`src/rtl/tracer_pkg.sv`:
```
// Shared tracer definitions: injector state encoding and config-bus register map.
package tracer_pkg;

  localparam logic [1:0] INJ_IDLE    = 2'd0;
  localparam logic [1:0] INJ_DRIVE   = 2'd1;
  localparam logic [1:0] INJ_HOLDOFF = 2'd2;

  localparam logic [15:0] CFG_ADDR_PATCH_INJ = 16'h0010;

  // Counter increment that sticks at all-ones instead of wrapping.
  function automatic logic [15:0] sat_inc16(input logic [15:0] val);
    return (val == 16'hFFFF) ? val : val + 16'd1;
  endfunction

endpackage

```
`src/rtl/config_reg16.sv`:
```
// Config-bus register slice: loads the write data when the strobe hits its address.
module config_reg16 #(
  parameter logic [15:0] ADDR      = 16'h0000,
  parameter logic [15:0] RESET_VAL = 16'h0000
) (
  input  logic        i_clk,
  input  logic        i_rst_n,
  input  logic [15:0] i_config_addr,
  input  logic [15:0] i_config_data,
  input  logic        i_config_strobe,
  output logic [15:0] o_q
);

  logic [15:0] r_q;

  always_ff @(posedge i_clk) begin
    if (!i_rst_n) begin
      r_q <= RESET_VAL;
    end else if (i_config_strobe && (i_config_addr == ADDR)) begin
      r_q <= i_config_data;
    end
  end

  assign o_q = r_q;

endmodule

```
`src/rtl/patch_injector.sv`:
```
// Replaces RAM read-burst data with patch-store words while a matching burst is active.
// Handshake: a word is consumed whenever burst_word_strobe is high while driving; patch_data_next echoes it in the same cycle.
module patch_injector
  import tracer_pkg::*;
#(
  parameter logic [15:0] CONFIG_ADDR = CFG_ADDR_PATCH_INJ,
  parameter int          MAX_WORDS   = 64
) (
  input  logic        mclk,
  input  logic        reset,
  input  logic [15:0] config_addr,
  input  logic [15:0] config_data,
  input  logic        config_strobe,
  input  logic        burst_is_read,
  input  logic        burst_word_strobe,
  input  logic        burst_end,
  input  logic        patch_trigger,
  input  logic [15:0] patch_data,
  output logic        patch_data_next,
  output logic        ram_dq_oe,
  output logic [15:0] ram_dq_out,
  output logic        inject_active,
  output logic [15:0] inject_count,
  output logic [1:0]  dbg_state
);

  localparam logic [7:0] LP_LAST_WORD = 8'(MAX_WORDS - 1);

  logic [1:0]  r_state;
  logic [7:0]  r_word_cnt;
  logic [15:0] r_inject_count;

  logic [15:0] w_cfg_q;
  logic        w_enable;
  logic        w_unused_cfg;
  logic        w_trig_ok;
  logic        w_driving;
  logic [1:0]  w_state_nxt;
  logic [7:0]  w_cnt_nxt;
  logic        w_start;

  config_reg16 #(
    .ADDR      (CONFIG_ADDR),
    .RESET_VAL (16'h0000)
  ) u_ctrl_reg (
    .i_clk           (mclk),
    .i_rst_n         (reset),
    .i_config_addr   (config_addr),
    .i_config_data   (config_data),
    .i_config_strobe (config_strobe),
    .o_q             (w_cfg_q)
  );

  assign w_enable     = w_cfg_q[0];
  assign w_unused_cfg = ^w_cfg_q[15:1];
  assign w_trig_ok    = patch_trigger && burst_is_read && w_enable;
  assign w_driving    = (r_state == INJ_DRIVE);

  // burst_end outranks the word limit; a trigger landing with burst_end restarts immediately.
  always_comb begin
    w_state_nxt = r_state;
    w_cnt_nxt   = r_word_cnt;
    w_start     = 1'b0;
    case (r_state)
      INJ_IDLE: begin
        if (w_trig_ok) begin
          w_state_nxt = INJ_DRIVE;
          w_cnt_nxt   = 8'd0;
          w_start     = 1'b1;
        end
      end
      INJ_DRIVE: begin
        if (burst_end) begin
          if (w_trig_ok) begin
            w_state_nxt = INJ_DRIVE;
            w_cnt_nxt   = 8'd0;
            w_start     = 1'b1;
          end else begin
            w_state_nxt = INJ_IDLE;
          end
        end else if (burst_word_strobe) begin
          w_cnt_nxt = r_word_cnt + 8'd1;
          if (r_word_cnt == LP_LAST_WORD) begin
            w_state_nxt = INJ_HOLDOFF;
          end
        end
      end
      INJ_HOLDOFF: begin
        if (burst_end) begin
          if (w_trig_ok) begin
            w_state_nxt = INJ_DRIVE;
            w_cnt_nxt   = 8'd0;
            w_start     = 1'b1;
          end else begin
            w_state_nxt = INJ_IDLE;
          end
        end
      end
      default: begin
        w_state_nxt = INJ_IDLE;
        w_cnt_nxt   = 8'd0;
      end
    endcase
  end

  always_ff @(posedge mclk) begin
    if (!reset) begin
      r_state        <= INJ_IDLE;
      r_word_cnt     <= 8'd0;
      r_inject_count <= 16'd0;
    end else begin
      r_state    <= w_state_nxt;
      r_word_cnt <= w_cnt_nxt;
      if (w_start) begin
        r_inject_count <= sat_inc16(r_inject_count);
      end
    end
  end

  // The advance pulse is held off during reset so the store never steps on a dying burst.
  assign patch_data_next = w_driving && burst_word_strobe && reset;
  assign ram_dq_oe       = w_driving;
  assign ram_dq_out      = w_driving ? patch_data : 16'h0000;
  assign inject_active   = (r_state != INJ_IDLE);
  assign inject_count    = r_inject_count;
  assign dbg_state       = r_state;

endmodule

```
`config.mk`:
```
export PLATFORM = sky130hd
export DESIGN_NAME = patch_injector
export DESIGN_NICKNAME = d
export VERILOG_FILES = /design/src/rtl/tracer_pkg.sv /design/src/rtl/config_reg16.sv /design/src/rtl/patch_injector.sv
export SDC_FILE = /design/constraint.sdc
export NUM_CORES = 1
export LEC_CHECK = 0
export ABC_AREA = 1
export ABC_CLOCK_PERIOD_IN_PS = 4200
export CAP_MARGIN = 40
export CORE_ASPECT_RATIO = 0.6
export CORE_MARGIN = 5
export CORE_UTILIZATION = 54
export DETAILED_ROUTE_END_ITERATION = 10
export DONT_BUFFER_PORTS = 1
export PLACE_DENSITY_LB_ADDON = 0.05
export RECOVER_POWER = 25
export SLEW_MARGIN = 40
export SYNTH_ARGS = -nofsm -noshare
export SYNTH_HDL_FRONTEND = slang
export SYNTH_SLANG_ARGS = --single-unit
```
`constraint.sdc`:
```
create_clock -name mclk -period 4.2 [get_ports mclk]
set_input_delay 1.05 -clock mclk [delete_from_list [all_inputs] [get_ports mclk]]
set_output_delay 1.05 -clock mclk [all_outputs]
set_load 0.01 [all_outputs]
```
==> results.txt, run 1 <==
The post-synthesis cell type count is 31. The mapped cell area came out at 2020 sq um. The cts-stage hold buffer count is 0. The total wire length is 5.23 mm. The clock period minus final worst setup slack came out at 2.57 ns. Detailed placement finished with a half-perimeter wire length of 4.08 mm. The largest individual stage delay along the critical path comes from the cell sky130_fd_sc_hd__dfxtp_1. On the critical path the largest part of the delay comes from flip-flops. The final count of pins violating max slew is 0.

The kind of path behind the tightest hold check is register to register. Setup repair after global routing left no endpoint under its margin. The final RePlAce weighted congestion is 0.874. Counting along the longest clock path gives a buffer depth of 2.

Clock latency on the worst-skew pair, taken at its later pin, is 0.27 ns. The number of I/O pins is 92. The post-synthesis to final-layout area growth is 3.53%. Across the run, the number of max-cap violations was 0. The highest ir drop seen on vdd is 0.197 mV.

The number of cells upsized or downsized after cts came out at 0. The first-pass iteration count of the detailed router came out at 4. The data required time of the worst path came out at 3.15 ns. For this run, the slowest stage of the critical path takes 0.52 ns. The maximum frequency from static timing analysis is 389 MHz. The final net count came out at 393. The root buffer cell chosen for the clock tree is sky130_fd_sc_hd__clkbuf_8.

The number of rows created at floorplan is 17. The number of global-route vias before repair is 1,743. After layout, the worst setup slack is 1.63 ns. By startpoint and endpoint, the worst setup path is classified as register to primary output. The global-route usage over all layers is 20.8%.

TritonCTS built the clock tree. The via count came out at 2,019. The synthesized area per cell is 6.10 sq um. Summed over all failing endpoints, the final setup total negative slack is 0 ns. The total leakage power came out at 0.887 nW. For this design the ratio of total power to cell area is 199 nW/um^2. In this run the tightest slew margin relative to its limit is 57.5%. The initial core utilization is 55.5%. The global-route wire length before repair is 8.44 mm.

For this run, asynchronously set or reset flops after synthesis account for 0%. The cell depth of the worst hold path is 2. Setup violations remaining at the end of the flow were counted as 0.

The count of yosys warnings during synthesis came out at 0. After the first detailed-routing iteration, the DRC count stood at 156. In this run the post-CTS setup repair buffer count came out at 0.

The number of routed nets with antenna violations is 0. The number of enable-type register cells in the synthesized netlist is 0. The pin count of the biggest net entering global routing is 23. In this run the critical register-to-register path is launched from dbg_state[0]$_SDFFE_PN0P_.

The worst register-to-register path has a setup slack of 1.96 ns. The part of the cycle the worst path needs came out at 61.2%. After detailed routing, the average wire length per cell comes to 13.9 um. The layout cell share with drive strength beyond 1 came out at 8.18%. For this run, the leading register cell type out of synthesis is sky130_fd_sc_hd__dfxtp_1. The critical path data arrival time is 1.52 ns.

In this run the number of H-tree levels came out at 1. The total nets after synthesis came out at 393. The via count normalized by instance count is 5.36.

The area of the die came out at 5100 sq um. The repair_antennas step left the layout with diodes totalling 0. The horizontal die dimension is 88.9 um. The final standard cell utilization of the core came out at 57.4%. The highest net fanout along the worst path is 8.

The total area inside the core boundary comes to 3640 sq um. Traced cell by cell, the critical path runs through ha_1 -> inv_1 -> nor3_1. The layout has 382 filler cells.

Input and output buffers added on the ports amount to 0. The logic depth of the worst register-to-register path came out at 8. The number of antenna violations at the first check in global routing came out at 0. The type of element launching the critical path is a register. After global routing the overflow that remains totals 0. STA classifies the critical path endpoint as a primary output.

Clock tree synthesis inserted a total of 3 buffers. The tree built by TritonCTS fans out to 27 sinks. The reg-to-reg critical path endpoint is dbg_state[1]$_SDFFE_PN0P_. For the pin with the worst max-slew slack, the measured transition is 0.635 ns. The worst setup skew after layout is 0.00752 ns. In this run, synthesis produced a sequential element count of 27. For hold timing, the worst endpoint is r_word_cnt[4]$_SDFFE_PN0P_. The share of synthesized area occupied by flip-flops and latches came out at 26.8%. The number of buffers and inverters on the critical path is 1. The total count of hold-check failures in the final report came to 0. The register clock-pin slew on the reported worst setup and hold paths is 0.10 ns.

The height of the die is 57.4 um. The setup slack after placement is 1.71 ns. The run finished with clean final reports.

After detailed routing, the number of remaining DRC violations is 0. The startpoint of the most critical hold path is r_word_cnt[4]$_SDFFE_PN0P_. The cell count after synthesis came out at 331.
[cell families (layout without fill, tap and decap cells)]
logic type	Yosys count	in the layout	synth area share (%)
AND/OR/NAND/NOR	191	191	40.0
flip-flops	27	27	26.8
buffers and inverters	53	52	10.8
AO/OA/AOI/OAI	42	42	13.3
XOR/XNOR	11	11	4.77
adder cells (fa/ha/maj)	7	7	4.34
[metal layers]
layer	track usage [%]	wire length, um	vias up
met5	0	0	-
met2	27.6	1830	120
met4	1.94	19	0
met3	5.34	672	2
li1	-	-	1032
met1	33.9	2710	865
[how the worst max path moves through the flow]
| stage | cells past startpoint | endpoint | from |
|---|---|---|---|
| 6_report | 3 | patch_data_next | dbg_state[0]$_SDFFE_PN0P_ |
| 5_1_grt | 3 | patch_data_next | dbg_state[0]$_SDFFE_PN0P_ |
| 2_1_floorplan | 5 | ram_dq_out[10] | dbg_state[0]$_SDFFE_PN0P_ |
| 3_5_place_dp | 2 | patch_data_next | burst_word_strobe |
| 4_1_cts | 3 | patch_data_next | dbg_state[0]$_SDFFE_PN0P_ |
| 3_3_place_gp | 2 | patch_data_next | burst_word_strobe |
[flip-flops by register name, indices dropped and copies added (netlist names)]
| name | cells |
|---|---|
| r_word_cnt | 8 |
| inject_count | 16 |
| u_ctrl_reg.o_q | 1 |
| dbg_state | 2 |
[cells in the final DEF (no fill, tap or decap), types with 3 or more instances in the layout]
master	n
sky130_fd_sc_hd__a21oi_1	19
sky130_fd_sc_hd__a21oi_2	11
sky130_fd_sc_hd__clkbuf_8	3
sky130_fd_sc_hd__dfxtp_1	27
sky130_fd_sc_hd__ha_1	7
sky130_fd_sc_hd__inv_1	42
sky130_fd_sc_hd__inv_2	3
sky130_fd_sc_hd__nand2_1	119
sky130_fd_sc_hd__nand2_2	4
sky130_fd_sc_hd__nand3_1	17
sky130_fd_sc_hd__nand4_1	5
sky130_fd_sc_hd__nor2_1	34
sky130_fd_sc_hd__nor3_1	4
sky130_fd_sc_hd__o21ai_0	8
sky130_fd_sc_hd__xnor2_1	9
[layout make-up]
| class | instances | area, sq um | share of cell area, % |
|---|---|---|---|
| clock buffer | 4 | 45.0 | 2.16 |
| timing repair buffer | 2 | 15.0 | 0.719 |
| sequential | 27 | 541 | 25.9 |
| inverter | 46 | 173 | 8.26 |
| multi-input combinational | 251 | 1260 | 60.2 |
| tap | 47 | 58.8 | 2.81 |
[worst register-to-register path, delay by kind of cell, from the launching register on]
kind	cells	cell delay, ns
flip-flops	1	0.52
adder cells (fa/ha/maj)	1	0.22
buffers and inverters	2	0.46
AND/OR/NAND/NOR	3	0.71
AO/OA/AOI/OAI	2	0.27
[cells in the mapped netlist (3+ instances only)]
cell	n	share of area (%)
sky130_fd_sc_hd__nand2_1	119	22
sky130_fd_sc_hd__inv_1	42	7.8
sky130_fd_sc_hd__nor2_1	33	6.1
sky130_fd_sc_hd__dfxtp_1	27	27
sky130_fd_sc_hd__a21oi_1	19	4.7
sky130_fd_sc_hd__nand3_1	17	4.2
sky130_fd_sc_hd__a21oi_2	11	4.8
sky130_fd_sc_hd__xnor2_1	9	3.9
sky130_fd_sc_hd__o21ai_0	8	2.0
sky130_fd_sc_hd__ha_1	7	4.3
sky130_fd_sc_hd__nand4_1	5	1.5
sky130_fd_sc_hd__nand2_2	4	1.2
sky130_fd_sc_hd__nor3_1	4	0.99
sky130_fd_sc_hd__inv_2	3	0.56
[where the power goes]
part             switching, W  internal (W)  leakage [nW]    total, W
combinational      0.00000721    0.00000241         0.647  0.00000962
sequential     0.000000000463      0.000256         0.217    0.000256
clock               0.0000818     0.0000680        0.0228    0.000150
total               0.0000890      0.000326         0.887    0.000415
[through the flow]
stage                     std cells  power, W  hold WS (ns)  area, sq um
final                           377  0.000415         0.509         2090
after global routing            377  0.000436         0.555         2090
after CTS                       377  0.000421         0.507         2090
after detailed placement        373  0.000271         0.493         2050
after global placement          373  0.000271         0.490         2050
after floorplan                 331  0.000271         0.470         2020
Power figures use the tool's default switching activity.
==> run 2: changes to the inputs <==
ABC_CLOCK_PERIOD_IN_PS = 2670   (was 4200)
clock period = 2.67 ns   (was 4.2 ns; I/O delays follow)
==> results.txt, run 2 (same netlist as run 1, synthesis figures left out) <==
The power density relative to cell area is 320 nW/um^2 (+61%). The maximum frequency from static timing analysis came out at 442 MHz. The worst setup path is captured at a primary output. The global-route usage over all layers is 20.0% (-0.74 points). The clock tree buffer depth came out at 2 (unchanged).

TritonCTS built the clock tree. The pin count of the biggest net entering global routing is 23 (unchanged). The flip-flop and latch area is 541 sq um (unchanged).

The cts-stage hold buffer count came out at 0 (unchanged). The post-layout worst setup margin came out at 0.406 ns (-1.22 ns). The area of the die came to 5100 sq um (unchanged).

The CTS H-tree depth came out at 1 (unchanged). The most numerous cell type found on the critical path is sky130_fd_sc_hd__inv_1. The half-perimeter wire length after detailed placement is 4.03 mm (-1.3%). The clock latency on the worst-skew pair is 0.29 ns (+0.02 ns).

The run finished with clean final reports. The number of routed nets with antenna violations came to 0 (unchanged). The via count came to 2,030 (+0.54%). The final count of pins violating max slew was 0 (unchanged).

The total wire length is 5.19 mm (-0.71%). The highest ir drop seen on vdd is 0.178 mV (-9.9%). The initial core utilization is 55.5% (unchanged). The post-synthesis to final-layout area growth is 4.65%. The first-pass iteration count of the detailed router is 4 (unchanged). The critical path in this run is classified as register to primary output. The number of I/O pins was 92 (unchanged). The highest net fanout along the worst path is 8 (unchanged). The register clock-pin slew on the reported worst setup and hold paths came to 0.10 ns (about the same). The post-CTS setup repair buffer count is 0 (unchanged). The DRC violation count after routing came out at 0 (unchanged). The data required time of the worst path is 2.00 ns (-1.15 ns).

The tightest hold margin came out at 0.501 ns (-0.00751 ns). The global-route wire length before repair is 8.02 mm (-4.9%). The number of antenna violations at the first check in global routing came out at 0 (unchanged). The number of antenna cells inserted is 0 (unchanged). In this run the clock root is driven by a sky130_fd_sc_hd__clkbuf_8. The final-layout fill cell count is 359 (-6.0%). The post-route total power is 0.000676 W (+63%). The layout cell share with drive strength beyond 1 is 9.34% (+1.2 points).

The remaining global-route overflow is 0 (unchanged). The number of max-cap violations is 0 (unchanged). Setup repair after global routing left no endpoint under its margin. The TritonCTS sink count is 27 (unchanged). The core area came out at 3640 sq um (unchanged). The horizontal die dimension was 88.9 um (unchanged). The number of flip-flops under the largest register name is 16 (unchanged).

The via count normalized by instance count came to 5.36 (about the same). The biggest cell delay along the critical path is 0.52 ns (about the same). The slew of the pin with the lowest slew margin came to 0.450 ns (-0.185 ns). The clock period minus final worst setup slack is 2.26 ns.

The critical path goes through inv_1 -> ha_1 -> inv_1 -> nor3_1 -> buf_4. The slowest stage of the critical path is the sky130_fd_sc_hd__dfxtp_1 cell. The area used by multi-input combinational logic is 1260 sq um (+0.20%). The library cell used most frequently in the layout, excluding fill and tap cells, is sky130_fd_sc_hd__nand2_1. The number of cells upsized or downsized after cts is 0 (unchanged).

The number of global-route vias before repair was 1,642 (-5.8%). The total count of hold-check failures in the final report was 0 (unchanged). The setup slack after placement is 0.655 ns (-1.06 ns). The final total negative setup slack was 0 ns (unchanged). The count of input and output buffers was 0 (unchanged). The total CTS buffers is 3 (unchanged). Leaving out fill and tap cells, the most frequent cells in the layout are sky130_fd_sc_hd__nand2_1, sky130_fd_sc_hd__inv_1, sky130_fd_sc_hd__nor2_1, sky130_fd_sc_hd__dfxtp_1, sky130_fd_sc_hd__a21oi_1.

The critical path data arrival time is 1.60 ns (+0.08 ns). The routed wire length per instance is 13.7 um (-1.2%). The total leakage power came out at 0.901 nW (+1.6%). The path class of the tightest hold or removal check is primary input to register.

The summed area of non-filler cells in the final layout came to 2110 sq um (+1.1%). The worst slew margin relative to its limit is 69.9% (+12 points). The final setup violation count came out at 0 (unchanged). The worst setup skew after layout is 0.00934 ns (+0.00182 ns). The final RePlAce weighted congestion was 0.877 (+0.34%). The first-iteration detailed-routing DRC count is 126 (-19%). The height of the die is 57.4 um (unchanged). The part of the cycle the worst path needs came out at 84.8%. The post-placement cell area came out at 2060 sq um (+0.73%). The number of rows created at floorplan came out at 17 (unchanged). The worst setup path is launched from a register. The final net count is 395 (+0.51%).
-- run 2: cell types whose count changed in the layout (fill, tap and decap cells not counted), sizes merged --
cell | previous run | this run
buf | 2 | 4
clkbuf | 4 | 3
inv | 45 | 46
-- run 2: path summary, 6_finish.rpt --
kind,startpoint,to,slack [ns],depth (start not counted)
min,reset,r_word_cnt[7]$_SDFFE_PN0P_,0.50,2
max reg2reg,dbg_state[1]$_SDFFE_PN0P_,r_word_cnt[4]$_SDFFE_PN0P_,0.63,8
min reg2reg,r_word_cnt[1]$_SDFFE_PN0P_,r_word_cnt[1]$_SDFFE_PN0P_,0.52,2
max,dbg_state[1]$_SDFFE_PN0P_,patch_data_next,0.41,5
-- run 2: per-layer routing --
layer | part of all wire (%) | GRT usage (%) | vias up | routed length [um]
li1 | - | - | 1038 | -
met1 | 51 | 32.1 | 881 | 2650
met4 | 0.37 | 2.59 | 0 | 19
met3 | 11 | 5.48 | 2 | 584
met5 | 0 | 0 | - | 0
met2 | 37 | 26.7 | 109 | 1940
-- run 2: stage by stage --
step / cells / utilization [%]
finish: 379 / 58.1
global route: 379 / 58.1
CTS: 379 / 58.1
detailed placement: 375 / 56.7
global placement: 375 / 56.7
floorplan: 331 / -
-- run 2: final cells by class --
cell class                 instances  share of cell area (%)
multi-input combinational        251                    59.7
timing repair buffer               4                    1.42
tap                               47                    2.78
inverter                          46                    8.18
sequential                        27                    25.6
clock inverter                     1                   0.415
clock buffer                       3                    1.95
-- run 2: critical path, delay by kind of cell, from the launching register on --
family | cells | cell delay, ns
adders and majority gates | 1 | 0.22
and+or+nand+nor | 1 | 0.10
buffers and inverters | 3 | 0.47
DFF | 1 | 0.52
-- run 2: power by group --
group	total [W]	leakage, nW	switching [W]	internal, W
logic	0.0000152	0.658	0.0000114	0.00000380
registers	0.000402	0.217	0.000000000738	0.000402
clock network	0.000258	0.0261	0.000148	0.000110
total	0.000676	0.901	0.000160	0.000516
==> run 3: changes to the inputs <==
ABC_CLOCK_PERIOD_IN_PS = 2100   (was 2670)
clock period = 2.1 ns   (was 2.67 ns; I/O delays follow)
==> results.txt, run 3 (same netlist as run 1, synthesis figures left out) <==
The run finished with clean final reports. The post-layout worst setup margin came out at 0.207 ns (-0.200 ns). The tightest min-delay check is of the primary input to register type.

The initial core utilization came to 55.5% (unchanged). The final net count is 406 (+2.8%). The tree is rooted in a sky130_fd_sc_hd__clkbuf_8. The number of routed nets with antenna violations came out at 0 (unchanged). The DRC violation count after routing came out at 0 (unchanged). Relative to the synthesized area, the layout overhead comes to 8.06%.

After layout, the minimum clock period comes to 1.89 ns. The number of global-route vias before repair came out at 1,762 (+7.3%). The final setup violation count came out at 0 (unchanged). The count of input and output buffers came out at 0 (unchanged). The power density relative to cell area came out at 386 nW/um^2 (+20%). The critical path data arrival time came to 1.37 ns (-0.23 ns). The buffering stage count on the worst path with inverters included came to 3 (unchanged). The library cell used most frequently in the layout, excluding fill and tap cells, is sky130_fd_sc_hd__nand2_1. The worst setup path is captured at a primary output.

The global-route wire length before repair is 8.54 mm (+6.4%). The total count of hold-check failures in the final report came out at 0 (unchanged). The flip-flop and latch area came out at 541 sq um (unchanged). The part of the cycle the worst path needs is 90.2%. The horizontal die dimension is 88.9 um (unchanged). The share of total power in combinational logic was 2.3% (about the same). The fraction of power spent switching nets is 22.7% (-0.90 points).

The number of max-cap violations came out at 0 (unchanged). In this design, the largest share of critical-path delay is due to buffers and inverters. The final standard cell utilization of the core came to 60.0% (+1.9 points). The post-CTS setup repair buffer count is 0 (unchanged).

The critical path goes through inv_1 -> ha_1 -> inv_1 -> nor3_1 -> buf_4. The number of I/O pins was 92 (unchanged). The core area came out at 3640 sq um (unchanged). The total leakage power is 0.938 nW (+4.0%).

Leaving out fill and tap cells, the most frequent cells in the layout are sky130_fd_sc_hd__nand2_1, sky130_fd_sc_hd__inv_1, sky130_fd_sc_hd__nor2_1, sky130_fd_sc_hd__dfxtp_1, sky130_fd_sc_hd__a21oi_1. The worst slew margin relative to its limit came out at 69.4% (-0.53 points). The net switching power is 0.000191 W (+20%). The slew of the pin with the lowest slew margin came out at 0.457 ns (+0.00726 ns). The half-perimeter wire length after detailed placement is 4.18 mm (+3.8%).

The highest net fanout along the worst path is 8 (unchanged). The clock latency on the worst-skew pair is 0.28 ns (about the same). The setup slack after placement came out at 0.356 ns (-0.299 ns). STA classifies the critical path startpoint as a register.

The routed wire length per instance came out at 13.7 um (-0.29%). The tightest hold margin came out at 0.359 ns (-0.142 ns). The highest ir drop seen on vdd came to 0.265 mV (+49%). TritonCTS built the clock tree.

The most common cell type on the critical path is sky130_fd_sc_hd__inv_1. The first-iteration detailed-routing DRC count came to 125 (-0.79%). The area of the die came out at 5100 sq um (unchanged). The count of placed standard cells including taps was 386 (+2.9%). For this design, the slowest cell found on the critical path is sky130_fd_sc_hd__dfxtp_1. The global-route usage over all layers came out at 21.2% (+1.2 points). The via count is 2,046 (+0.79%). The total CTS buffers was 3 (unchanged). The CTS H-tree depth came to 1 (unchanged). The maximum frequency from static timing analysis came out at 528 MHz. The pin count of the biggest net entering global routing is 23 (unchanged). The via count normalized by instance count is 5.25 (-2.1%).

The critical path is of the register to primary output type. The number of flip-flops under the largest register name is 16 (unchanged). The data required time of the worst path is 1.57 ns (-0.43 ns).

The register clock-pin slew on the reported worst setup and hold paths is 0.10 ns (about the same). The number of rows created at floorplan came out at 17 (unchanged). The height of the die came out at 57.4 um (unchanged). The sequential power share was 60.8% (+1.3 points).

The number of antenna violations at the first check in global routing is 0 (unchanged). The total wire length is 5.33 mm (+2.6%). The worst setup skew after layout came out at 0.00431 ns (-0.00503 ns). The first-pass iteration count of the detailed router is 4 (unchanged). The final cell count without fillers came out at 390 (+2.9%). Setup repair after global routing left no endpoint under its margin.

The final-layout fill cell count is 377 (+5.0%). The internal power is 0.000650 W (+26%). The TritonCTS sink count came out at 27 (unchanged). The number of antenna cells inserted was 0 (unchanged). The layout cell share with drive strength beyond 1 is 10.5% (+1.2 points).

The cts-stage hold buffer count is 0 (unchanged). The remaining global-route overflow is 0 (unchanged). The biggest cell delay along the critical path came out at 0.32 ns (-0.20 ns). The area used by multi-input combinational logic came to 1260 sq um (unchanged). The clock tree buffer depth was 2 (unchanged). The final RePlAce weighted congestion came to 0.856 (-2.3%). The number of cells upsized or downsized after cts is 0 (unchanged). The clock share of power is 36.9% (-1.3 points). The final count of pins violating max slew is 0 (unchanged). The final total negative setup slack came out at 0 ns (unchanged).
==> run 3: power by group through the flow <==
| stage | logic, W | registers [W] | clock network, W |
|---|---|---|---|
| after floorplan | 0.0000176 | 0.000523 | 0 |
| after global placement | 0.0000192 | 0.000523 | 0 |
| after detailed placement | 0.0000192 | 0.000523 | 0 |
| after CTS | 0.0000191 | 0.000512 | 0.000323 |
| after global routing | 0.0000210 | 0.000512 | 0.000345 |
| final | 0.0000190 | 0.000512 | 0.000311 |
==> run 3: path summary, 6_finish.rpt <==
path                                    from                    endpoint  slack [ns]  cells past startpoint
hold reg to reg   r_word_cnt[1]$_SDFFE_PN0P_  r_word_cnt[1]$_SDFFE_PN0P_        0.52                      2
hold / removal                         reset  r_word_cnt[7]$_SDFFE_PN0P_        0.36                      2
setup / recovery   dbg_state[1]$_SDFFE_PN0P_             patch_data_next        0.21                      5
setup reg to reg   dbg_state[1]$_SDFFE_PN0P_  r_word_cnt[4]$_SDFFE_PN0P_        0.32                      7
==> run 3: metal layers <==
metal / global-route usage (%) / routed length [um]
met2: 28.2 / 1900
met3: 5.63 / 683
met1: 33.4 / 2720
met5: 0 / 0
met4: 4.53 / 25
==> run 3: final cells by class <==
type | instances | share of cell area, %
Clock inverter | 1 | 0.229
Clock buffer | 3 | 1.89
Timing Repair Buffer | 15 | 4.70
Sequential cell | 27 | 24.8
Inverter | 46 | 7.92
Tap cell | 47 | 2.70
Multi-Input combinational cell | 251 | 57.8
==> run 3: stage by stage <==
step	power (W)	instance area [sq um]
2_1_floorplan	0.000541	2020
3_3_place_gp	0.000543	2160
3_5_place_dp	0.000543	2160
4_1_cts	0.000854	2200
5_1_grt	0.000878	2180
6_report	0.000841	2180
